**src/rtl/param_updown_counter_pkg.sv**
```systemverilog
// Shared types and helpers for the parametrised up/down counter and its prescaler.
package param_updown_counter_pkg;

    typedef enum logic {
        WRAP     = 1'b0,
        SATURATE = 1'b1
    } ctr_mode_e;

    // Prescaler phase width: clog2(PRESCALE), never narrower than one bit.
    function automatic int presc_w(input int prescale);
        return (prescale <= 2) ? 1 : $clog2(prescale);
    endfunction

endpackage

```
**src/rtl/param_updown_counter_prescaler.sv**
```systemverilog
// Divides enabled clocks by PRESCALE, producing a one-clock step_tick.
module ctr_prescaler
    import param_updown_counter_pkg::*;
#(
    parameter int PRESCALE = 1
) (
    input  logic clk,
    input  logic rst_n,
    input  logic restart,
    input  logic en,
    output logic step_tick
);

    localparam int PW = presc_w(PRESCALE);
    localparam logic [PW-1:0] LAST = PW'(PRESCALE - 1);

    logic [PW-1:0] phase_q;
    logic [PW-1:0] phase_d;

    // With PRESCALE=1 the phase never leaves 0, so step_tick reduces to en.
    always_comb begin
        step_tick = en && (phase_q == LAST);
        phase_d   = phase_q;
        if (restart) begin
            phase_d = '0;
        end else if (step_tick) begin
            phase_d = '0;
        end else if (en) begin
            phase_d = phase_q + 1'b1;
        end
    end

    always_ff @(posedge clk or negedge rst_n) begin
        if (!rst_n) begin
            phase_q <= '0;
        end else begin
            phase_q <= phase_d;
        end
    end

endmodule

```
**src/rtl/param_updown_counter.sv**
```systemverilog
// Up/down counter over 0..MAX_VAL with prescaled stepping, clear/load,
// wrap or saturate behaviour and a registered terminal-count pulse.
module param_updown_counter
    import param_updown_counter_pkg::*;
#(
    parameter int               WIDTH    = 8,
    parameter logic [WIDTH-1:0] MAX_VAL  = {WIDTH{1'b1}},
    parameter int               PRESCALE = 1
) (
    input  logic             clk,
    input  logic             rst_n,
    input  logic             clr,
    input  logic             load,
    input  logic [WIDTH-1:0] load_val,
    input  logic             en,
    input  logic             up_dn,
    input  logic             sat_mode,
    output logic [WIDTH-1:0] count,
    output logic             tc,
    output logic             at_max,
    output logic             at_min
);

    logic [WIDTH-1:0] count_q;
    logic [WIDTH-1:0] count_d;
    logic             tc_q;
    logic             tc_d;
    logic             step_tick;
    ctr_mode_e        mode;

    assign mode = ctr_mode_e'(sat_mode);

    ctr_prescaler #(
        .PRESCALE (PRESCALE)
    ) u_prescaler (
        .clk       (clk),
        .rst_n     (rst_n),
        .restart   (clr | load),
        .en        (en),
        .step_tick (step_tick)
    );

    always_comb begin
        count_d = count_q;
        tc_d    = 1'b0;
        if (clr) begin
            count_d = '0;
        end else if (load) begin
            count_d = (load_val > MAX_VAL) ? MAX_VAL : load_val;
        end else if (step_tick) begin
            if (up_dn) begin
                if (count_q < MAX_VAL) begin
                    count_d = count_q + 1'b1;
                    tc_d    = (mode == SATURATE) && (count_q == MAX_VAL - 1'b1);
                end else if (mode == WRAP) begin
                    count_d = '0;
                    tc_d    = 1'b1;
                end
            end else begin
                // Saturating at the boundary holds the count without a pulse.
                if (count_q != '0) begin
                    count_d = count_q - 1'b1;
                    tc_d    = (mode == SATURATE) && (count_q == WIDTH'(1));
                end else if (mode == WRAP) begin
                    count_d = MAX_VAL;
                    tc_d    = 1'b1;
                end
            end
        end
    end

    always_ff @(posedge clk or negedge rst_n) begin
        if (!rst_n) begin
            count_q <= '0;
            tc_q    <= 1'b0;
        end else begin
            count_q <= count_d;
            tc_q    <= tc_d;
        end
    end

    assign count  = count_q;
    assign tc     = tc_q;
    assign at_max = (count_q == MAX_VAL);
    assign at_min = (count_q == '0);

endmodule

```
**config.mk**
```make
export PLATFORM = sky130hd
export DESIGN_NAME = param_updown_counter
export DESIGN_NICKNAME = d
export VERILOG_FILES = /design/src/rtl/param_updown_counter_pkg.sv /design/src/rtl/param_updown_counter_prescaler.sv /design/src/rtl/param_updown_counter.sv
export SDC_FILE = /design/constraint.sdc
export NUM_CORES = 1
export LEC_CHECK = 0
export CAP_MARGIN = 20
export CORE_MARGIN = 8
export CORE_UTILIZATION = 52
export CTS_CLUSTER_SIZE = 16
export DETAILED_ROUTE_END_ITERATION = 10
export GPL_TIMING_DRIVEN = 1
export PLACE_DENSITY = 0.9
export SKIP_LAST_GASP = 1
export SYNTH_ARGS = -nofsm -noshare
export SYNTH_HDL_FRONTEND = slang
export SYNTH_SLANG_ARGS = --single-unit
```
**constraint.sdc**
```tcl
create_clock -name clk -period 5.55 [get_ports clk]
set_input_delay 1.3875 -clock clk [delete_from_list [all_inputs] [get_ports clk]]
set_output_delay 1.3875 -clock clk [all_outputs]
set_load 0.02 [all_outputs]
```
==> After elaboration in Yosys (flattened, before gate mapping) <==
Index checks and enable logic that the tools add are counted.
{ "totals": {"output_inout_bits": 11, "in_bits": 15, "ram_bits": 0, "rom_bits": 0, "latchBits": 0, "n_memories": 0, "elab_cells": 42, "register_bits": 10} }
{ "classes": {"n_bitwise": 2, "eq_ne": 5, "order_cmp": 2, "n_mux": 19, "div": 0, "n_shift": 0, "mul": 0, "addsub": 3, "n_reduce_logical": 8} }
{ "ops": {"columns": ["cell", "n"], "rows": [
  ["8-bit two-way mux", 9],
  ["8-bit equality test, second input constant", 2],
  ["1-bit two-way mux", 10],
  ["5-bit by 4-bit inequality test with 1-bit output, second input constant", 2],
  ["8-bit by 1-bit adder with 8-bit output, second input constant", 1],
  ["8-bit by 1-bit equality test with 1-bit output, second input constant", 1],
  ["8-bit greater-than comparator, second input constant", 1],
  ["8-bit zero test", 1],
  ["8-bit < comparator, second input constant", 1],
  ["8-bit nonzero test", 1],
  ["8-bit by 1-bit subtractor with 8-bit output, second input constant", 1],
  ["3-bit nonzero test", 2],
  ["1-bit logical AND", 3],
  ["3-bit AND reduction", 1],
  ["1-bit adder, second input constant", 1],
  ["1-bit NOT", 1],
  ["1-bit bitwise OR", 1]
]} }

==> Logic depth before layout (Yosys ltp) <==
Gate-level depths: netlist of run 1.
{ "depth": {"depth_word": 7, "ltp_mapped": 8, "depth_no_buf": 7} }

==> Hierarchy <==
Synthesis of run 1 repeated with hierarchy kept, for this count alone.
{ "unflattened": {"hier_cells": 130, "area_unflattened_um2": 1044.8} }
{ "by_module_without_submodules": {"columns": ["module", "area_per_inst_um2", "cells_each", "n_inst", "seq_area_each_um2"], "rows": [
  ["param_updown_counter", 998.5, 127, 1, 225.2],
  ["ctr_prescaler", 46.3, 3, 1, 25.0]
]} }

==> Worst setup path before layout of run 1 <==
No wires, ideal clock.
{ "synth_path": {"path_kind": "register to output", "from": "register count_q[0] (netlist: count[0])", "to": "output at_min", "path_buffers": 0, "path_slack_ns": 2.586, "arrival_time_ns": 1.577, "stages_incl_launch_ff": 5, "t_required_ns": 4.163, "path_cell_list": "dfrtp_1 > inv_1 > ha_1 > or3b_2 > nor2_8"} }
{ "synth_via": {"elab_chain_len": 1} }
{ "synth_lines": {"columns": ["item", "line", "text"], "rows": [
  ["start, declared", "param_updown_counter.sv:24", "logic [WIDTH-1:0] count_q;"],
  ["start signal, assigned", "param_updown_counter.sv:77", "count_q <= count_d;"],
  ["8-bit zero test", "param_updown_counter.sv:85", "assign at_min = (count_q == '0);"],
  ["end, declared", "param_updown_counter.sv:21", "output logic at_min"]
]} }
No other way between the ends.

==> Worst setup path in the final report of run 1 <==
Ends and elaborated chain as after synthesis.

==> run_results.csv, run 1 <==
group,metric,value,unit
global_route,grt_pass1_vias,961,
global_route,grt_first_pass_wirelength,4457,um
floorplan,coreArea,1902,um^2
floorplan,die_h,60.09,um
timing,final.min_clock_period,3.892,ns
clock_tree,worstSkewPairLatency,0.27,ns
floorplan,ios,26,
timing,rsz0062_at_grt,"false",
detailed_routing,drt_pre_antenna_iters,4,
floorplan,initial_core_util,0.5316,
floorplan,die_w,60.09,um
clock_tree,postCtsResizedCells,0,
logic_synthesis,ys.flop_type,"dfrtp_1",
timing,maxSlewViolCount,0,
detailed_routing,drt_iter0_drc,62,
detailed_routing,routedWlPerCell,17.05,um
global_route,grt_overflow,0,
clock_tree,post-cts-setup-buffers,0,
logic_synthesis,yosysTopAreaCell,"dfrtp_1",
logic_synthesis,ys_seq_elements,10,
placed_design,io_buffer_count,25,
global_route,grt_max_degree,19,
global_route,antenna_found_initial,0,
setup_path,path_buf_inv,2,
layout,regArea,250.2,um^2
setup_path,worstSetupStartpoint,"count[0]",
logic_synthesis,synth_compound_area_frac,0.3106,
setup_path,crit_chain,"inv_1, ha_1, or3b_2, nor2_8, clkdlybuf4s50_1",
clock_tree,cts-root-buf,"clkbuf_4",
setup_path,critPathTopFamily,"buffers and inverters",
timing,setup_viol,0,
logic_synthesis,synthMuxAreaShare,0,
logic_synthesis,yosysUniqueCellTypes,46,
setup_path,slowest_delay,0.62,ns
outcome,status,"complete, no violations",
setup_path,cp_max_fo,10,
logic_synthesis,yosysSeqAreaShare,0.2475,
layout,layout.cells.non_filler,165,
logic_synthesis,synth_top_area_share,0.2475,
setup_path,path_class,"reg2out",
timing,worst_slew_pin_slew,0.5795,ns
logic_synthesis,ys_warn_count,0,
setup_path,critPathLaunchType,"register",
timing,finalHoldViolations,0,
timing,period_share,0.7013,
layout,multiInputGateArea,660.6,um^2
layout,diodes,0,
placed_design,dp_hpwl,2115,um
setup_path,crit_required,4.16,ns
logic_synthesis,synth_top_family_by_area,"compound AO/OA/AOI/OAI gates",
logic_synthesis,ys_top_cells_by_area,"dfrtp_1 25%, ha_1 6.2%, o31ai_1 5.2%",
logic_synthesis,synth-edff-count,0,
power,p_leak,0.4796,nW
logic_synthesis,netlist_area,1011,um^2
timing,finalClockSkew,0.003176,ns
global_route,grt.total_usage,0.1625,
job,maxCapViolations,0,
clock_tree,clkSlewWorstSetupHoldPaths,0.07,ns
setup_path,r2r-start,"count[0]",
clock_tree,cts_tree,"yes",
timing,fmax,256.9,MHz
layout,area_growth,25.50,%
logic_synthesis,async_reset_ff_frac,1.000,
timing,slew-limit-headroom,0.6124,
detailed_routing,viasPerCell,6.424,
detailed_routing,drtAntennaViolNets,0,
logic_synthesis,synth_xor_area_frac,0.02599,
logic_synthesis,synth_nets,137,
detailed_routing,vias,1060,
detailed_routing,remaining_drc_errors,0,
logic_synthesis,synthSimpleGateAreaFrac,0.2550,
placed_design,place.gp.congestion,0.9486,
detailed_routing,routed_wl,2813,um
clock_tree,h-tree-depth,1,
worst_hold_path,worstHoldStart,"u_prescaler.phase_q",
setup_path,endpoint_kind,"output port",
setup_path,cp_slowest_cell,"clkdlybuf4s50_1",
layout,nNetsFinal,159,
floorplan,num_rows,16,
logic_synthesis,synth_fa_ha_area_frac,0.06188,
layout,fillCellCount,150,
logic_synthesis,syn_inst,117,
logic_synthesis,syn_area_per_cell,8.641,um^2
clock_tree,cts_buffers,3,
layout,drive_gt1_frac,0.1522,
placed_design,place_inst,161,
clock_tree,postCtsHoldBufs,0,
power,powerDensity,201.5,nW/um^2
clock_tree,clk_path_buf_depth,2,
worst_hold_path,hp-class,"reg2reg",
setup_path,arrival,2.50,ns
timing,setup_tns,0,ns
floorplan,die_area,3611,um^2
clock_tree,clkSinkCount,10,
power,ir_drop,0.0001431,V
worst paths after layout:
path,to,slack [ns],cells past startpoint
max in group asynchronous,count[2],3.80,1
min in group asynchronous,count[6],1.43,1
setup reg to reg,count[4],3.02,7
hold / removal,u_prescaler.phase_q,0.55,1
setup / recovery,at_min,1.66,5
hold reg to reg,u_prescaler.phase_q,0.55,1
placed cells by master, fill, tap and decap left out, drive strengths merged, types with 2 or more instances in the layout:
cell type,n
ha,5
clkdlybuf4s50,25
nand4,2
clkbuf,4
nand3,5
o311ai,2
and4bb,2
or4,2
a2111oi,2
or2,2
nor2,6
o21ai,7
nor3b,2
or3,2
a21oi,9
nand2,4
inv,10
xor2,2
nor3,6
o31ai,7
o32a,2
o211ai,2
dfrtp,10
a221o,5
cell families (layout without fill, tap and decap cells):
| logic type | count (synthesis) | count (layout) |
|---|---|---|
| buf+inv | 18 | 39 |
| flops | 10 | 10 |
| compound gates | 42 | 42 |
| xor+xnor | 3 | 3 |
| simple gates | 39 | 39 |
| fa+ha+maj | 5 | 5 |
cells in the mapped netlist (2+ instances only):
cell type   n
dfrtp_1    10
inv_1      10
a21oi_1     9
o21ai_0     7
o31ai_1     7
ha_1        5
nand3_1     5
nor2_1      5
nor3_1      5
nand2_1     4
a221o_1     3
clkbuf_1    3
a221o_2     2
and4bb_2    2
buf_6       2
nand4_1     2
nor3b_1     2
o211ai_1    2
o311ai_0    2
o32a_2      2
or2_2       2
xor2_1      2
layer usage:
metal  vias up  share of wire  GRT usage
li1        491              -          -
met1       487           0.38     0.1873
met2        66           0.49     0.2585
met3        16           0.10    0.05376
met4         0          0.037    0.08503
met5         -              0          0
state kept, by name (all words and copies together), names as in the netlist:
signal / flops
count: 8
u_prescaler.phase_q: 1
tc: 1
area by class of cell:
type                    instances  area share
multi-input cells              89      0.5207
well taps                      27     0.02663
repair buffers                 25      0.1972
clock buffers                   4     0.02860
inverters                      10     0.02959
flip-flops and latches         10      0.1972
per-stage QoR:
step / instance area (um^2) / util / setup slack [ns] / power, mW / hold WS, ns
floorplan: 1011 / - / 2.586 / 0.1538 / 0.5114
global placement: 1232 / 0.6480 / 1.930 / 0.1855 / 0.5235
detailed placement: 1232 / 0.6480 / 1.908 / 0.1879 / 0.5419
CTS: 1269 / 0.6671 / 1.657 / 0.2560 / 0.5522
global route: 1269 / 0.6671 / 1.554 / 0.2685 / 0.5667
finish: 1269 / 0.6671 / 1.658 / 0.2556 / 0.5465
where the power goes:
part / switching, mW / internal (mW) / leakage [nW]
clock network: 0.0282 / 0.0399 / 0.0210
logic: 0.0522 / 0.0455 / 0.326
registers: 0.0122 / 0.0776 / 0.133
total: 0.0926 / 0.163 / 0.480
(Power assumes the default switching activity.)
==> inputs of run 2 (changes only) <==
- CORE_UTILIZATION: 52 -> 48
- PLACE_DENSITY: 0.9 -> 0.85
- clock period: 5.55 -> 4.02 ns (I/O delays scaled with it)
==> run 2 against run 1 <==
- total power increased by 38%
- final area increased by 0.59%
- via count decreased by 1.2%
- cell count increased by 0.61%
- utilization is 2.3 points lower
- critical path type unchanged
==> run_results.csv, run 2 (synthesis results as in run 1) <==
group,metric,value,unit
layout,diodes,0,
detailed_routing,drtAntennaViolNets,0,
floorplan,ios,26,
setup_path,endpoint_kind,"output port",
clock_tree,cts_tree,"yes",
power,ir_drop,0.0001948,V
setup_path,cp_slowest_cell,"clkdlybuf4s50_1",
timing,maxSlewViolCount,0,
power,power,353.2,uW
timing,period_share,0.8755,
detailed_routing,routedWlPerCell,17.78,um
clock_tree,postCtsResizedCells,0,
layout,post-route-util,0.6439,
setup_path,crit_required,3.01,ns
detailed_routing,routed_wl,2952,um
floorplan,coreArea,1982,um^2
timing,finalClockSkew,0.005081,ns
clock_tree,cts-root-buf,"clkbuf_4",
global_route,grt_overflow,0,
detailed_routing,drt_pre_antenna_iters,4,
global_route,use_met2,0.2999,
timing,finalHoldViolations,0,
floorplan,die_w,61.90,um
setup_path,crit_chain,"inv_1, ha_1, or3b_2, nor2_8, clkdlybuf4s50_1",
setup_path,cp_max_fo,10,
setup_path,slowest_delay,0.62,ns
layout,fillCellCount,175,
placed_design,dp_hpwl,2183,um
global_route,grt_pass1_vias,1052,
floorplan,initial_core_util,0.5101,
timing,setup_tns,0,ns
job,maxCapViolations,0,
floorplan,die_h,61.90,um
floorplan,die_area,3831,um^2
clock_tree,clkSlewWorstSetupHoldPaths,0.07,ns
outcome,status,"complete, no violations",
global_route,grt_first_pass_wirelength,4954,um
detailed_routing,viasPerCell,6.307,
timing,slew-limit-headroom,0.6390,
setup_path,path_class,"reg2out",
setup_path,rrSetupSlack,1.48,ns
power,p_leak,0.4844,nW
clock_tree,post-cts-setup-buffers,0,
timing,final.min_clock_period,3.520,ns
timing,rsz0062_at_grt,"false",
global_route,met1_usage,0.1960,
clock_tree,clkSinkCount,10,
global_route,grt_max_degree,19,
power,powerDensity,276.7,nW/um^2
layout,final_common_cell,"clkdlybuf4s50_1",
global_route,met3_usage,0.05967,
placed_design,io_buffer_count,25,
setup_path,critPathLaunchType,"register",
global_route,antenna_found_initial,0,
layout,largest_register_ffs,8,
setup_path,arrival,2.51,ns
timing,fmax,284.1,MHz
placed_design,place.gp.congestion,0.9218,
clock_tree,clk_path_buf_depth,2,
global_route,grt.total_usage,0.1696,
timing,worst_slew_pin_slew,0.5279,ns
detailed_routing,remaining_drc_errors,0,
layout,layout_common_cells,"25 x clkdlybuf4s50_1, 10 x inv_1, 10 x dfrtp_1, 9 x a21oi_1",
layout,nNetsFinal,160,
clock_tree,h-tree-depth,1,
layout,area_growth,26.24,%
clock_tree,worstSkewPairLatency,0.27,ns
floorplan,num_rows,16,
detailed_routing,vias,1047,
timing,setup_viol,0,
global_route,busiest_layer,"met2",
layout,drive_gt1_frac,0.1583,
clock_tree,postCtsHoldBufs,0,
clock_tree,cts_buffers,3,
worst_hold_path,hp-class,"reg2reg",
detailed_routing,drt_iter0_drc,36,
-- run 2: cell types whose count changed in the layout (fill, tap and decap cells not counted) --
cell   delta
buf_4     +1
-- run 2: cell type report --
type / instances / area, um^2 / share of cell area
Multi-Input combinational cell: 89 / 660.6 / 0.5176
Clock buffer: 4 / 36.28 / 0.02843
Sequential cell: 10 / 250.2 / 0.1961
Tap cell: 27 / 33.78 / 0.02647
Inverter: 10 / 37.54 / 0.02941
Timing Repair Buffer: 26 / 257.7 / 0.2020
-- run 2: per-layer routing --
metal / part of all wire / up-vias
met2: 0.50 / 59
met1: 0.40 / 481
met3: 0.091 / 6
met5: 0 / -
li1: - / 501
met4: 0.0085 / 0
-- run 2: per-stage QoR --
| step | cells | setup slack, ns | cell area [um^2] | hold WS, ns |
|---|---|---|---|---|
| 6_report | 166 | 0.5003 | 1276 | 0.5333 |
| 4_1_cts | 166 | 0.5170 | 1276 | 0.5383 |
| 3_3_place_gp | 162 | 0.9079 | 1240 | 0.5229 |
| 3_5_place_dp | 162 | 0.8182 | 1240 | 0.5277 |
| 2_1_floorplan | 117 | 1.438 | 1011 | 0.5114 |
| 5_1_grt | 166 | 0.3904 | 1276 | 0.5653 |
-- run 2: report_power, final --
group | switching (mW) | leakage, nW | internal, mW | total (mW)
Combinational | 0.0732 | 0.331 | 0.0636 | 0.137
Sequential | 0.0170 | 0.133 | 0.107 | 0.124
Clock | 0.0371 | 0.0210 | 0.0551 | 0.0922
-- run 2: final timing paths --
| check | from | endpoint | depth (start not counted) |
|---|---|---|---|
| setup reg to reg | count[0] | count[4] | 7 |
| hold / removal | u_prescaler.phase_q | u_prescaler.phase_q | 1 |
| hold reg to reg | u_prescaler.phase_q | u_prescaler.phase_q | 1 |
| min in group asynchronous | rst_n | tc | 1 |
| max in group asynchronous | rst_n | count[4] | 1 |
| setup / recovery | count[0] | at_min | 5 |
-- run 2: critical path: cells and delay by family (launching register included) --
family | cells | cell delay [ns]
DFF | 1 | 0.49
buffers and inverters | 2 | 0.84
and+or+nand+nor | 2 | 0.67
adders and majority gates | 1 | 0.25
